File: config.mk
export PLATFORM = sky130hd
export DESIGN_NAME = bus_arbiter
export DESIGN_NICKNAME = d
export VERILOG_FILES = /design/src/rtl/bus_arbiter_pkg.sv /design/src/rtl/bus_arbiter_rr_priority_select.sv /design/src/rtl/bus_arbiter.sv
export SDC_FILE = /design/constraint.sdc
export NUM_CORES = 1
export LEC_CHECK = 0
export CAP_MARGIN = 20
export CORE_ASPECT_RATIO = 0.75
export CORE_MARGIN = 2
export CORE_UTILIZATION = 42
export CTS_CLUSTER_DIAMETER = 50
export DETAILED_ROUTE_END_ITERATION = 10
export SLEW_MARGIN = 40
export SYNTH_ARGS = -nofsm -noshare
export SYNTH_HDL_FRONTEND = slang
export SYNTH_SLANG_ARGS = --single-unit
File: constraint.sdc
create_clock -name clock -period 4.6 [get_ports clock]
set_input_delay 1.38 -clock clock [delete_from_list [all_inputs] [get_ports clock]]
set_output_delay 1.38 -clock clock [all_outputs]
set_load 0.02 [all_outputs]
File: src/rtl/bus_arbiter_pkg.sv
// bus_arbiter_pkg: FSM state encoding plus small integer helpers shared by the arbiter files
package bus_arbiter_pkg;
  typedef enum logic [1:0] {IDLE, WAIT_BEGIN, BUSY} state_e;
  function automatic int max_i(input int a, input int b);
    return a > b ? a : b;
  endfunction
  function automatic int wrap_add(input int a, input int b, input int n);
    return (a + b) % n;
  endfunction
endpackage

File: src/rtl/bus_arbiter_rr_priority_select.sv
// rr_priority_select: picks first requester at/after ptr_i (wrapping); request_i,ptr_i in -> one-hot sel_o, index idx_o out
module rr_priority_select
  import bus_arbiter_pkg::*;
#(
  parameter int NUM_MASTERS = 4
) (
  input  logic [NUM_MASTERS-1:0]         request_i,
  input  logic [$clog2(NUM_MASTERS)-1:0] ptr_i,
  output logic [NUM_MASTERS-1:0]         sel_o,
  output logic [$clog2(NUM_MASTERS)-1:0] idx_o
);
  localparam int IW = $clog2(NUM_MASTERS);
  always_comb begin
    idx_o = '0;
    for (int k = NUM_MASTERS - 1; k >= 0; k--)
      if (request_i[IW'(wrap_add(int'(ptr_i), k, NUM_MASTERS))]) idx_o = IW'(wrap_add(int'(ptr_i), k, NUM_MASTERS));
    sel_o = |request_i ? NUM_MASTERS'(1) << idx_o : '0;
  end
endmodule

File: src/rtl/bus_arbiter.sv
// bus_arbiter: round-robin bus arbiter with grant/transaction watchdogs; request->granted pulse, begin/end strobes in, forced end/error pulses, active_master and bus_idle out
module bus_arbiter
  import bus_arbiter_pkg::*;
#(
  parameter int NUM_MASTERS   = 4,
  parameter int GRANT_TIMEOUT = 16,
  parameter int BUS_TIMEOUT   = 256
) (
  input  logic                           clock,
  input  logic                           reset,
  input  logic [NUM_MASTERS-1:0]         request,
  output logic [NUM_MASTERS-1:0]         granted,
  input  logic                           begin_transaction_in,
  input  logic                           end_transaction_in,
  output logic                           end_transaction_out,
  output logic                           bus_error_out,
  output logic [$clog2(NUM_MASTERS)-1:0] active_master,
  output logic                           bus_idle
);
  localparam int IW = $clog2(NUM_MASTERS);
  localparam int CW = $clog2(max_i(GRANT_TIMEOUT, BUS_TIMEOUT) + 1);
  state_e                 state_q;
  logic [IW-1:0]          ptr_q, active_q, sel_idx;
  logic [CW-1:0]          gcnt_q, bcnt_q;
  logic [NUM_MASTERS-1:0] granted_q, sel;
  logic                   end_q, err_q, idle_q;
  rr_priority_select #(.NUM_MASTERS(NUM_MASTERS)) u_sel (
    .request_i(request),
    .ptr_i    (ptr_q),
    .sel_o    (sel),
    .idx_o    (sel_idx)
  );
  always_ff @(posedge clock) begin
    if (reset) begin
      state_q   <= IDLE;
      ptr_q     <= '0;
      active_q  <= '0;
      gcnt_q    <= '0;
      bcnt_q    <= '0;
      granted_q <= '0;
      end_q     <= 1'b0;
      err_q     <= 1'b0;
      idle_q    <= 1'b1;
    end else begin
      granted_q <= '0;
      end_q     <= 1'b0;
      err_q     <= 1'b0;
      case (state_q)
        IDLE: if (|request) begin
          granted_q <= sel;
          active_q  <= sel_idx;
          idle_q    <= 1'b0;
          ptr_q     <= sel_idx == IW'(NUM_MASTERS - 1) ? '0 : sel_idx + 1'b1;
          gcnt_q    <= '0;
          state_q   <= WAIT_BEGIN;
        end
        WAIT_BEGIN: if (begin_transaction_in) begin
          bcnt_q  <= '0;
          state_q <= BUSY;
        end else if (gcnt_q == CW'(GRANT_TIMEOUT - 1)) begin
          idle_q  <= 1'b1;
          state_q <= IDLE;
        end else begin
          gcnt_q <= gcnt_q + CW'(~&gcnt_q);
        end
        BUSY: if (end_transaction_in) begin
          idle_q  <= 1'b1;
          state_q <= IDLE;
        end else if (bcnt_q == CW'(BUS_TIMEOUT - 1)) begin
          end_q   <= 1'b1;
          err_q   <= 1'b1;
          idle_q  <= 1'b1;
          state_q <= IDLE;
        end else begin
          bcnt_q <= bcnt_q + CW'(~&bcnt_q);
        end
        default: begin
          idle_q  <= 1'b1;
          state_q <= IDLE;
        end
      endcase
    end
  end
  assign granted             = granted_q;
  assign end_transaction_out = end_q;
  assign bus_error_out       = err_q;
  assign active_master       = active_q;
  assign bus_idle            = idle_q;
endmodule

Word level (Yosys, flattened, before mapping):

Index checks and enable logic that the tools add are counted.

* $lt $le $gt $ge: 4
* bitwise gates (word level): 3
* $add $sub $neg: 6
* reductions and logical operators: 15
* muxes and demuxes: 38
* equal/unequal tests: 14
* shift-type cells: 1

Operators with widths (count)
* 9-bit two-way mux: 6
* 9-bit case mux with 2 select lines: 2
* 2-bit two-way mux: 10
* 9-bit by 1-bit adder with 9-bit output: 2
* 9-bit AND reduction: 2
* 2-bit by 4-bit < comparator with 1-bit output (second input constant): 4
* 1-bit two-way mux: 14
* 2-bit != test (second input constant): 7
* 4-bit AND reduction: 3
* 9-bit by 4-bit == test with 1-bit output (second input constant): 1
* 9-bit by 8-bit == test with 1-bit output (second input constant): 1
* 1-bit binary-select mux with 2-bit select: 4
* 3-bit != test (second input constant): 2
* 2-bit case mux with 3 select lines: 1
* 3-bit OR reduction: 2
* 2-bit by 1-bit adder with 2-bit output (second input constant): 2
* 2-bit adder (second input constant): 2
* 2-bit == test (second input constant): 2
* 2-bit nonzero test: 2
* 4-bit OR reduction: 1
* 1-bit by 2-bit left shift with 4-bit output (first input constant): 1
* 1-bit NOT: 3
* 1-bit case mux with 3 select lines: 1
* 3-bit AND reduction: 1
* 4 further kinds: 5

* output and inout port bits: 9
* word-level logic and storage cells: 89
* register bits after elaboration: 30
* input port bits: 8

Logic depth before layout (Yosys ltp):

* word-level depth: 10
* gate-level depth with buffers: 9
* depth with buffers taken out: 9

Hierarchy:

From an unflattened synthesis, not the netlist that was laid out.

* cell total of the unflattened synthesis: 206
* area total of the unflattened synthesis: 1730.4 um^2

By module, submodules not included
* bus_arbiter: times used 1, cells each 175, area each 1526.5 um^2
* rr_priority_select: times used 1, cells each 31, area each 203.9 um^2

Worst setup path before layout:

No wires, ideal clock.

* path type: input -> register
* start point: in request[1]
* end point: reg gcnt_q[1]
* setup time: 0.127 ns
* buffers on the path: 0
* arrival time: 2.535 ns
* cell stages on the path: 5
* data required time: 4.473 ns
* path slack: 1.938 ns
* cells stage by stage: or4_4 a21oi_2 a211oi_1 xnor2_1 nor2_1

* word-level cells in the longest chain between the ends: 3

Ends and longest elaborated chain
* start, declared: line bus_arbiter.sv:11 `input logic [NUM_MASTERS-1:0] request,`
* 4-bit OR reduction: line bus_arbiter.sv:49 `IDLE: if (|request) begin`
* 2-bit != test (no source line)
* 4-bit AND reduction (no source line)
* end signal, assigned: line bus_arbiter.sv:64 `gcnt_q <= gcnt_q + CW'(~&gcnt_q);`
* end, declared: line bus_arbiter.sv:24 `logic [CW-1:0] gcnt_q, bcnt_q;`

No other way between the ends.
A chain may end at the register's enable or synchronous reset.

Final worst setup path:

Same ends and word-level chain as after synthesis.

==> flow_summary_export.csv <==
group,metric,value,unit
route,ant_nets,0,
clock_network,clock_latency,0.28,ns
route,drt_pass1_iterations,4,
worst_setup_path,crit_slowest_cell,"or4_4",
clock_network,cts.hold.buffers_added,0,
floorplan,start_util,43.3,%
floorplan,die_area,4200,sq um
grt,grt_max_degree,14,
route,vias,1318,
power,p_leak,0.600,nW
placement,dpl.cell_count,239,
cells_and_area,nets,206,
job,maxCapViolCount,0,
placement,gp_congestion,0.829,
cells_and_area,areaGrowthSynthToFinish,16.0,%
power,fin_total_pwr,0.566,mW
synthesis,synth_top_area_cell,"dfxtp_1",
floorplan,rows,19,
power,p_per_area,314,nW/um^2
floorplan,die_y,56.7,microns
sta,worst_pin_slew,0.728,ns
worst_setup_path,crit_chain,"clkdlybuf4s50_1 > or4_4 > a21oi_2 > a211oi_1 > xnor2_1 > nor2_1",
route,drt-initial-drc-count,45,
hold_path,min_path_type,"reg -> reg",
floorplan,ios,17,
synthesis,synth.most_common_cell,"dfxtp_1",
clock_network,numCtsBuffers,5,
synthesis,synth.avg_cell_area,8.63,sq um
placement,pre_cts_ws,1.23,ns
sta,fmax,0.323,GHz
sta,setup-tns-final,0,ns
placement,dpl-instance-area,1720,sq um
sta,rsz0062_at_grt,"no",
synthesis,synth_top_area_share,38.7,%
placement,place_hpwl,2250,microns
worst_setup_path,start_kind,"input port",
floorplan,core_area,3590,sq um
worst_setup_path,worstPathRequired,4.76,ns
clock_network,clk_transition_reported_paths,0.07,ns
route,drc,0,
synthesis,synthTopCellsByCount,"30 x dfxtp_1, 26 x nor2_1, 15 x xnor2_1, 13 x nand2_1, 9 x a211oi_1",
synthesis,yosysWarnings,0,
power,irDropWorstVdd,0.131,mV
synthesis,yosysSeqAreaShare,38.7,%
sta,fin_crit_sh,67.3,%
clock_network,postCtsSetupRepairBufs,0,
clock_network,cts_resized,0,
cells_and_area,postLayoutCellArea,1800,sq um
worst_setup_path,crit_path_end_kind,"flop",
grt,gr-total-overflow,0,
clock_network,clockBufferDepth,2,
worst_setup_path,critPathTopFamily,"simple AND/OR/NAND/NOR gates",
sta,setup_viol,0,
sta,drv_slew,0,
cells_and_area,drive_above_1_share,8.25,%
synthesis,synth.distinct_cells,43,
synthesis,netlist_area,1550,sq um
sta,hold_viol,0,
route,avgRoutedWirePerCell,12.7,microns
synthesis,ys.flop_type,"dfxtp_1",
synthesis,ys_seq_elements,30,
clock_network,root_buffer,"clkbuf_8",
sta,relSlewSlack,51.3,%
synthesis,synth_area_leaders,"dfxtp_1 39%, xnor2_1 8.5%, nor2_1 6.3%",
grt,grt_first_pass_wirelength,5500,microns
worst_setup_path,cp_max_fo,9,
placement,portBuffers,16,
synthesis,synth_edf_count,0,
cells_and_area,stdcell_count,246,
cells_and_area,utilization,50.2,%
synthesis,synthCells,180,
synthesis,syn-num-nets,192,
status,outcome,"complete, no violations",
worst_setup_path,crit_buf_inv,1,
sta,holdWs,0.466,ns
worst_setup_path,cp.arrival,3.26,ns
sta,worst_slack,1.50,ns
grt,antenna_found_initial,0,
cells_and_area,diodes,0,
synthesis,synthArstFlopShare,0,%
floorplan,die_w,74.2,microns
worst_setup_path,slowest_delay,0.58,ns
clock_network,cts_max_level,2,
clock_network,clock-sinks,30,
clock_network,cts_tree,"built",
sta,skew,0.00996,ns
sta,period_minus_slack,3.10,ns
route,vias_per_cell,5.36,
grt,grt_pass1_vias,1205,
grt,grt_usage,17.5,%
worst_setup_path,worstSetupPathType,"in -> reg",
route,drt-total-wl,3140,microns
worst register-to-register path, delay by kind of cell (launching register included):
kind,cells,cell delay (ns)
simple gates,5,0.80
flops,1,0.42
fa+ha+maj,1,0.24
compound gates,1,0.20
xor+xnor,1,0.19
buf+inv,1,0.06
cells in the final DEF (no fill, tap or decap), types with 2 or more instances in the layout:
cell / netlist / final
a211oi_1: 9 / 9
a21oi_1: 6 / 6
and3_1: 3 / 3
clkbuf_8: 0 / 5
clkdlybuf4s50_1: 0 / 16
clkinv_2: 0 / 2
dfxtp_1: 30 / 30
ha_1: 4 / 4
inv_1: 7 / 7
nand2_1: 13 / 13
nand3_1: 4 / 4
nand4_1: 5 / 5
nor2_1: 26 / 26
nor2b_1: 5 / 5
nor3_1: 7 / 7
nor3b_1: 4 / 4
nor4_1: 3 / 3
nor4b_1: 2 / 2
o21ai_0: 3 / 3
o21bai_1: 2 / 2
or2_2: 2 / 2
xnor2_1: 15 / 15
flip-flops by register name, indices dropped and copies added (netlist names):
| signal | cells |
|---|---|
| ptr_q | 2 |
| state_q | 2 |
| bus_idle | 1 |
| bus_error_out | 1 |
| gcnt_q | 9 |
| bcnt_q | 9 |
| active_master | 2 |
| granted | 4 |
area by class of cell:
| class | count | area, sq um |
|---|---|---|
| Tap cell | 52 | 65.1 |
| Multi-Input combinational cell | 133 | 863 |
| Fill cell | 353 | 1790 |
| Clock buffer | 5 | 68.8 |
| Inverter | 7 | 26.3 |
| Timing Repair Buffer | 17 | 168 |
| Sequential cell | 30 | 601 |
| Clock inverter | 2 | 10.0 |
power by group:
group	leakage [nW]	switching, mW	internal [mW]
clock network	0.0438	0.0956	0.101
logic	0.312	0.0506	0.0366
registers	0.244	0.0108	0.272
total	0.600	0.157	0.409
cell families (layout without fill, tap and decap cells):
| kind of cell | count (synthesis) | count (layout) | synth area share, % |
|---|---|---|---|
| compound gates | 32 | 32 | 15.7 |
| xor+xnor | 16 | 16 | 9.03 |
| fa+ha+maj | 4 | 4 | 3.22 |
| buf+inv | 17 | 31 | 5.72 |
| flops | 30 | 30 | 38.7 |
| simple gates | 81 | 81 | 27.6 |
final timing paths:
check,slack [ns],end,cells after the start,from
min,0.47,active_master[1],2,active_master[1]
max reg2reg,2.57,bcnt_q[5],9,bcnt_q[4]
min reg2reg,0.47,active_master[1],2,active_master[1]
max,1.50,gcnt_q[1],6,request[1]
per-layer routing:
| metal | GRT usage, % | part of all wire [%] | wire [microns] |
|---|---|---|---|
| met1 | 24.3 | 51 | 1610 |
| met2 | 24.0 | 44 | 1370 |
| met3 | 5.57 | 3.5 | 111 |
| met4 | 9.18 | 1.5 | 48 |
| met5 | 0 | 0 | 0 |
Note: power is estimated with default switching activity, not from simulation.
==> RTL edit 1: new RTL, same settings <==
The parameter `BUS_TIMEOUT` goes from 256 to 512.
--- a/src/rtl/bus_arbiter.sv
+++ b/src/rtl/bus_arbiter.sv
@@ -4,7 +4,7 @@
 #(
   parameter int NUM_MASTERS   = 4,
   parameter int GRANT_TIMEOUT = 16,
-  parameter int BUS_TIMEOUT   = 256
+  parameter int BUS_TIMEOUT   = 512
 ) (
   input  logic                           clock,
   input  logic                           reset,
Behaviour: no difference found for any inputs over 4 cycles, from zero or initial values and one cycle with reset high; that may be too few to reach the edited logic, so the function may still have changed.
==> RTL edit 1 against the unedited design <==
Setup slack gained 78 ps; critical path depth is 1 lower; sequential cell count grew 2; count of clock-buffer cells in the layout unchanged; power is 17% higher; synthesized cell count grew 9.4%; area after synthesis grew 12%; hold slack worse by 3.9 ps; utilization is essentially flat; cell area grew 12%; routed wire length up 20%; critical endpoint is now gcnt_q[0]$_SDFFE_PP0P_; largest cell class unchanged; largest power group unchanged.
==> RTL edit 1: results (changes against the unedited design) <==
net count after synthesis = 211 (+9.9%)
maximum ir drop on the vdd rail = 233 uV (+78%)
Net Switching = 0.172 mW (+9.7%)
Critical Path Sink = gcnt_q[0]$_SDFFE_PP0P_
ranking of synthesized cells by area = dfxtp_1 37%, a21oi_1 6.3%, o31ai_1 6.0%, ha_1 4.3%, or4_1 3.9%
Post-Synthesis Mean Instance Area = 8.85 um^2 (+2.6%)
post-place setup slack = 1290 ps (+64.1 ps)
P_seq = 0.301 mW (+7%)
number of global-route vias before repair = 1,366 (+13%)
number of different library cells in the post-synthesis netlist = 46 (+7.0%)
fillcell total = 380 (+7.6%)
part of the Yosys area used for sequential elements = 36.7% (-1.9 points)
maximum fanout along the worst path = 19 (+10)
Cells after DPL = 258 (+7.9%)
pin count of the biggest net entering global routing = 20 (+6)
result of the run = complete, no violations
overall track demand over capacity in global routing = 17.0% (-0.46 points)
combinational group share of total power = 14.2% (-1.2 points)
routed length per instance = 14.1 um (+11%)
global-route wire length before repair = 6200 um (+13%)
total wire length after detailed routing = 3760 um (+20%)
reg-to-reg setup timing slack = 2540 ps (-30 ps)
total clock buffers created by CTS = 5 (unchanged)
reg-to-reg critical path endpoint = bcnt_q[2]$_SDFFE_PP0P_
Setup crit start = request[0]
portion of total power attributed to sequential cells = 45.4% (-4.5 points)
total via count after detailed routing = 1,561 (+18%)
GP Congestion = 0.846 (+2.1%)
data arrival time of the worst path = 3170 ps (-90 ps)
slew at the pin closest to its max-slew limit = 595 ps (-133 ps)
ratio of cells with drive above 1 in the final layout = 7.58% (-0.66 points)
worst flop-to-flop path startpoint = bcnt_q[2]$_SDFFE_PP0P_
sum of net half-perimeters after detailed placement = 2720 um (+21%)
Net count, final = 224 (+8.7%)
cell types with the highest counts after synthesis = 32 x dfxtp_1, 22 x a21oi_1, 14 x o31ai_1
DRC marker count from the first detailed-route iteration = 120 (+170%)
Layout Utilization = 50.2% (about the same)
number of synthesis warnings = 0 (unchanged)
setup skew after layout = 6.69 ps (-3.27 ps)
==> RTL edit 1: cell type report <==
type | count | area share [%]
clock buffers | 5 | 3.41
clock inverters | 3 | 2.11
inverters | 5 | 0.929
multi-input cells | 150 | 50.5
flip-flops and latches | 32 | 31.7
well taps | 55 | 3.41
repair buffers | 16 | 7.93
==> RTL edit 1: cells by family after synthesis <==
family          Yosys count  synth area share [%]
fa+ha+maj                 6                  4.30
compound gates           54                  20.2
simple gates             85                  31.3
mux                       3                  1.72
buf+inv                  15                  4.73
xor+xnor                  2                  1.00
flops                    32                  36.7
==> RTL edit 1: how the worst min path moves through the flow <==
| stage | start | to | slack [ps] | cells after the start |
|---|---|---|---|---|
| 2_1_floorplan | gcnt_q[9]$_SDFFE_PP0P_ | gcnt_q[9]$_SDFFE_PP0P_ | 460 | 2 |
| 3_3_place_gp | active_master[0]$_SDFFE_PP0P_ | active_master[0]$_SDFFE_PP0P_ | 440 | 2 |
| 3_5_place_dp | active_master[0]$_SDFFE_PP0P_ | active_master[0]$_SDFFE_PP0P_ | 450 | 2 |
| 4_1_cts | active_master[0]$_SDFFE_PP0P_ | active_master[0]$_SDFFE_PP0P_ | 460 | 2 |
| 5_1_grt | active_master[0]$_SDFFE_PP0P_ | active_master[0]$_SDFFE_PP0P_ | 500 | 2 |
| 6_report | active_master[0]$_SDFFE_PP0P_ | active_master[0]$_SDFFE_PP0P_ | 460 | 2 |
==> RTL edit 1: critical path: stages <==
cell and delay, ps:
clkdlybuf4s50_1 510, or4_4 590, a22oi_4 430, nand4bb_1 190, a21oi_1 70
==> RTL edit 1: layer usage <==
metal	track usage, %	share of wire, %	vias up
met5	0	0	-
met4	7.52	1.5	0
met3	4.53	5.6	6
met2	26.4	42	36
met1	22.6	50	728
li1	-	-	791
==> RTL edit 2: new RTL, config.mk and constraints unchanged <==
Made on the original files. Re-encode `state_e` (3 states) as one-hot, 3 bits wide.
--- a/src/rtl/bus_arbiter_pkg.sv
+++ b/src/rtl/bus_arbiter_pkg.sv
@@ -1,6 +1,6 @@
 // bus_arbiter_pkg: FSM state encoding plus small integer helpers shared by the arbiter files
 package bus_arbiter_pkg;
-  typedef enum logic [1:0] {IDLE, WAIT_BEGIN, BUSY} state_e;
+  typedef enum logic [2:0] {IDLE = 3'b001, WAIT_BEGIN = 3'b010, BUSY = 3'b100} state_e;
   function automatic int max_i(input int a, input int b);
     return a > b ? a : b;
   endfunction
Function: no difference found for any inputs over 4 cycles, from zero or initial values and one cycle with reset high; so few cycles prove little.
==> RTL edit 2 against the unedited design <==
Sequential cell count grew 1; area after synthesis grew 10%; cell area up 11%; setup slack got worse by 61 ps; first-iteration DRC count grew 130%; routed wire length up 23%; via count rose by 16%; critical endpoint unchanged.
Power is not compared: it rests on default switching activity, and its combinational part moved more than twofold at a synthesized area within 25%.
==> RTL edit 2: results (changes against the unedited design) <==
Worst Hold Endpoint = bcnt_q[6]$_SDFFE_PP0P_
setup skew after layout = 7.28 ps (-2.69 ps)
clock latency on the worst-skew pair = 280 ps (about the same)
share of synthesized area spent on multiplexers = 5.26% (+5.3 points)
global routing met2 resource utilization = 27.3% (+3.4 points)
ratio of cells with drive above 1 in the final layout = 9.57% (+1.3 points)
sum of net half-perimeters after detailed placement = 2720 um (+21%)
number of setup buffers added after CTS = 0 (unchanged)
xor/xnor cell area share of the yosys netlist = 0% (-9.0 points)
maximum fanout along the worst path = 10 (+1)
buffers added on ports = 16 (unchanged)
reg-to-reg setup timing slack = 2280 ps (-290 ps)
number of synthesis warnings = 0 (unchanged)
number of different library cells in the post-synthesis netlist = 48 (+12%)
Pre-antenna DRT Iters = 4 (unchanged)
met3 usage in global routing = 5.03% (-0.54 points)
DRC marker count from the first detailed-route iteration = 103 (+130%)
type of the tightest min-delay check = register to register
Clock H-tree levels = 2 (unchanged)
beginning of the worst hold path = bcnt_q[6]$_SDFFE_PP0P_
reg-to-reg critical path endpoint = bcnt_q[8]$_SDFFE_PP0P_
worst flop-to-flop path startpoint = bcnt_q[5]$_SDFFE_PP0P_
number of global-route vias before repair = 1,448 (+20%)
antenna cell count = 0 (unchanged)
DRT met1 WL = 1880 um (+17%)
worst slew margin relative to its limit = 60.8% (+9.5 points)
total via count after detailed routing = 1,532 (+16%)
compound-gate portion of the synthesized area = 20.0% (+4.3 points)
cell taking the most area after synthesis = dfxtp_1
overall track demand over capacity in global routing = 17.8% (+0.33 points)
met3 wire len = 279 um (+150%)
cell types with the highest counts after synthesis = 31 x dfxtp_1, 22 x nand2_1, 14 x a21oi_1
clock-pin transition on the worst setup and hold timing paths = 60 ps
adder and majority cell fraction of the synthesized area = 3.65% (+0.43 points)
Net count, final = 222 (+7.8%)
ranking of synthesized cells by area = dfxtp_1 36%, mux2i_1 5.3%, nand2_1 4.8%, a21oi_1 4.1%, ha_1 3.7%
data arrival time of the worst path = 3320 ps (+60 ps)
cell type of the slowest stage on the worst timing path = or4_1
net count after synthesis = 206 (+7.3%)
final setup vio count = 0 (unchanged)
pin count of the biggest net entering global routing = 19 (+5)
part of the Yosys area used for sequential elements = 36.3% (-2.4 points)
slowest stage delay, CP = 710 ps (+130 ps)
depth of the worst hold-timing path = 2 (unchanged)
GP Congestion = 0.768 (-7.3%)
met1 demand-to-capacity share in global routing = 24.0% (-0.27 points)
detailed route wirelength on metal2 = 1650 um (+20%)
Setup crit start = request[0]
result of the run = complete, no violations
Hold Buf Count CTS = 0 (unchanged)
Pleak = 0.662 nW
total wire length after detailed routing = 3860 um (+23%)
highest signal layer in the routed design = met4
global-route wire length before repair = 6490 um (+18%)
buffers from clock root to sink, at most = 2 (unchanged)
==> RTL edit 2: worst max-delay path: cells and delay by family <==
family,cells,cell delay [ps]
AND/OR/NAND/NOR,1,710
AO/OA/AOI/OAI,2,610
buffers and inverters,1,480
multiplexers,1,150
==> RTL edit 2: how the worst max path moves through the flow <==
stage,slack (ps),to,cells past startpoint
global route,1340,gcnt_q[6]$_SDFFE_PP0P_,5
global placement,1210,gcnt_q[6]$_SDFFE_PP0P_,5
CTS,1450,gcnt_q[1]$_SDFFE_PP0P_,5
finish,1440,gcnt_q[1]$_SDFFE_PP0P_,5
floorplan,1880,gcnt_q[5]$_SDFFE_PP0P_,5
detailed placement,1150,gcnt_q[1]$_SDFFE_PP0P_,5
==> RTL edit 2: logic make-up after synthesis <==
| family | Yosys count |
|---|---|
| DFF | 31 |
| AOI/OAI and AO/OA | 47 |
| and+or+nand+nor | 85 |
| adders and majority gates | 5 |
| buffers and inverters | 16 |
| muxes | 9 |
==> RTL edit 2: where the power goes <==
group          switching (mW)  internal (mW)  total, mW
clock network           0.100          0.117      0.218
logic                   0.155          0.112      0.267
registers              0.0390          0.304      0.343
==> RTL edit 2: layout make-up <==
class                      count  area, um^2
tap                           55        68.8
multi-input combinational    146        1030
fill                         353        1970
clock inverter                 1        5.00
clock buffer                   6        82.6
timing repair buffer          17         168
inverter                       8        30.0
sequential                    31         621
==> RTL edit 2: stage by stage <==
step           std cells  area [um^2]  util [%]  worst slack, ps  hold slack [ps]
6_report             264         2000      50.4             1440              490
5_1_grt              264         2000      50.4             1340              500
4_1_cts              264         2000      50.2             1450              485
3_5_place_dp         257         1910      48.0             1150              473
3_3_place_gp         257         1910      48.0             1210              458
2_1_floorplan        193         1710         -             1880              440
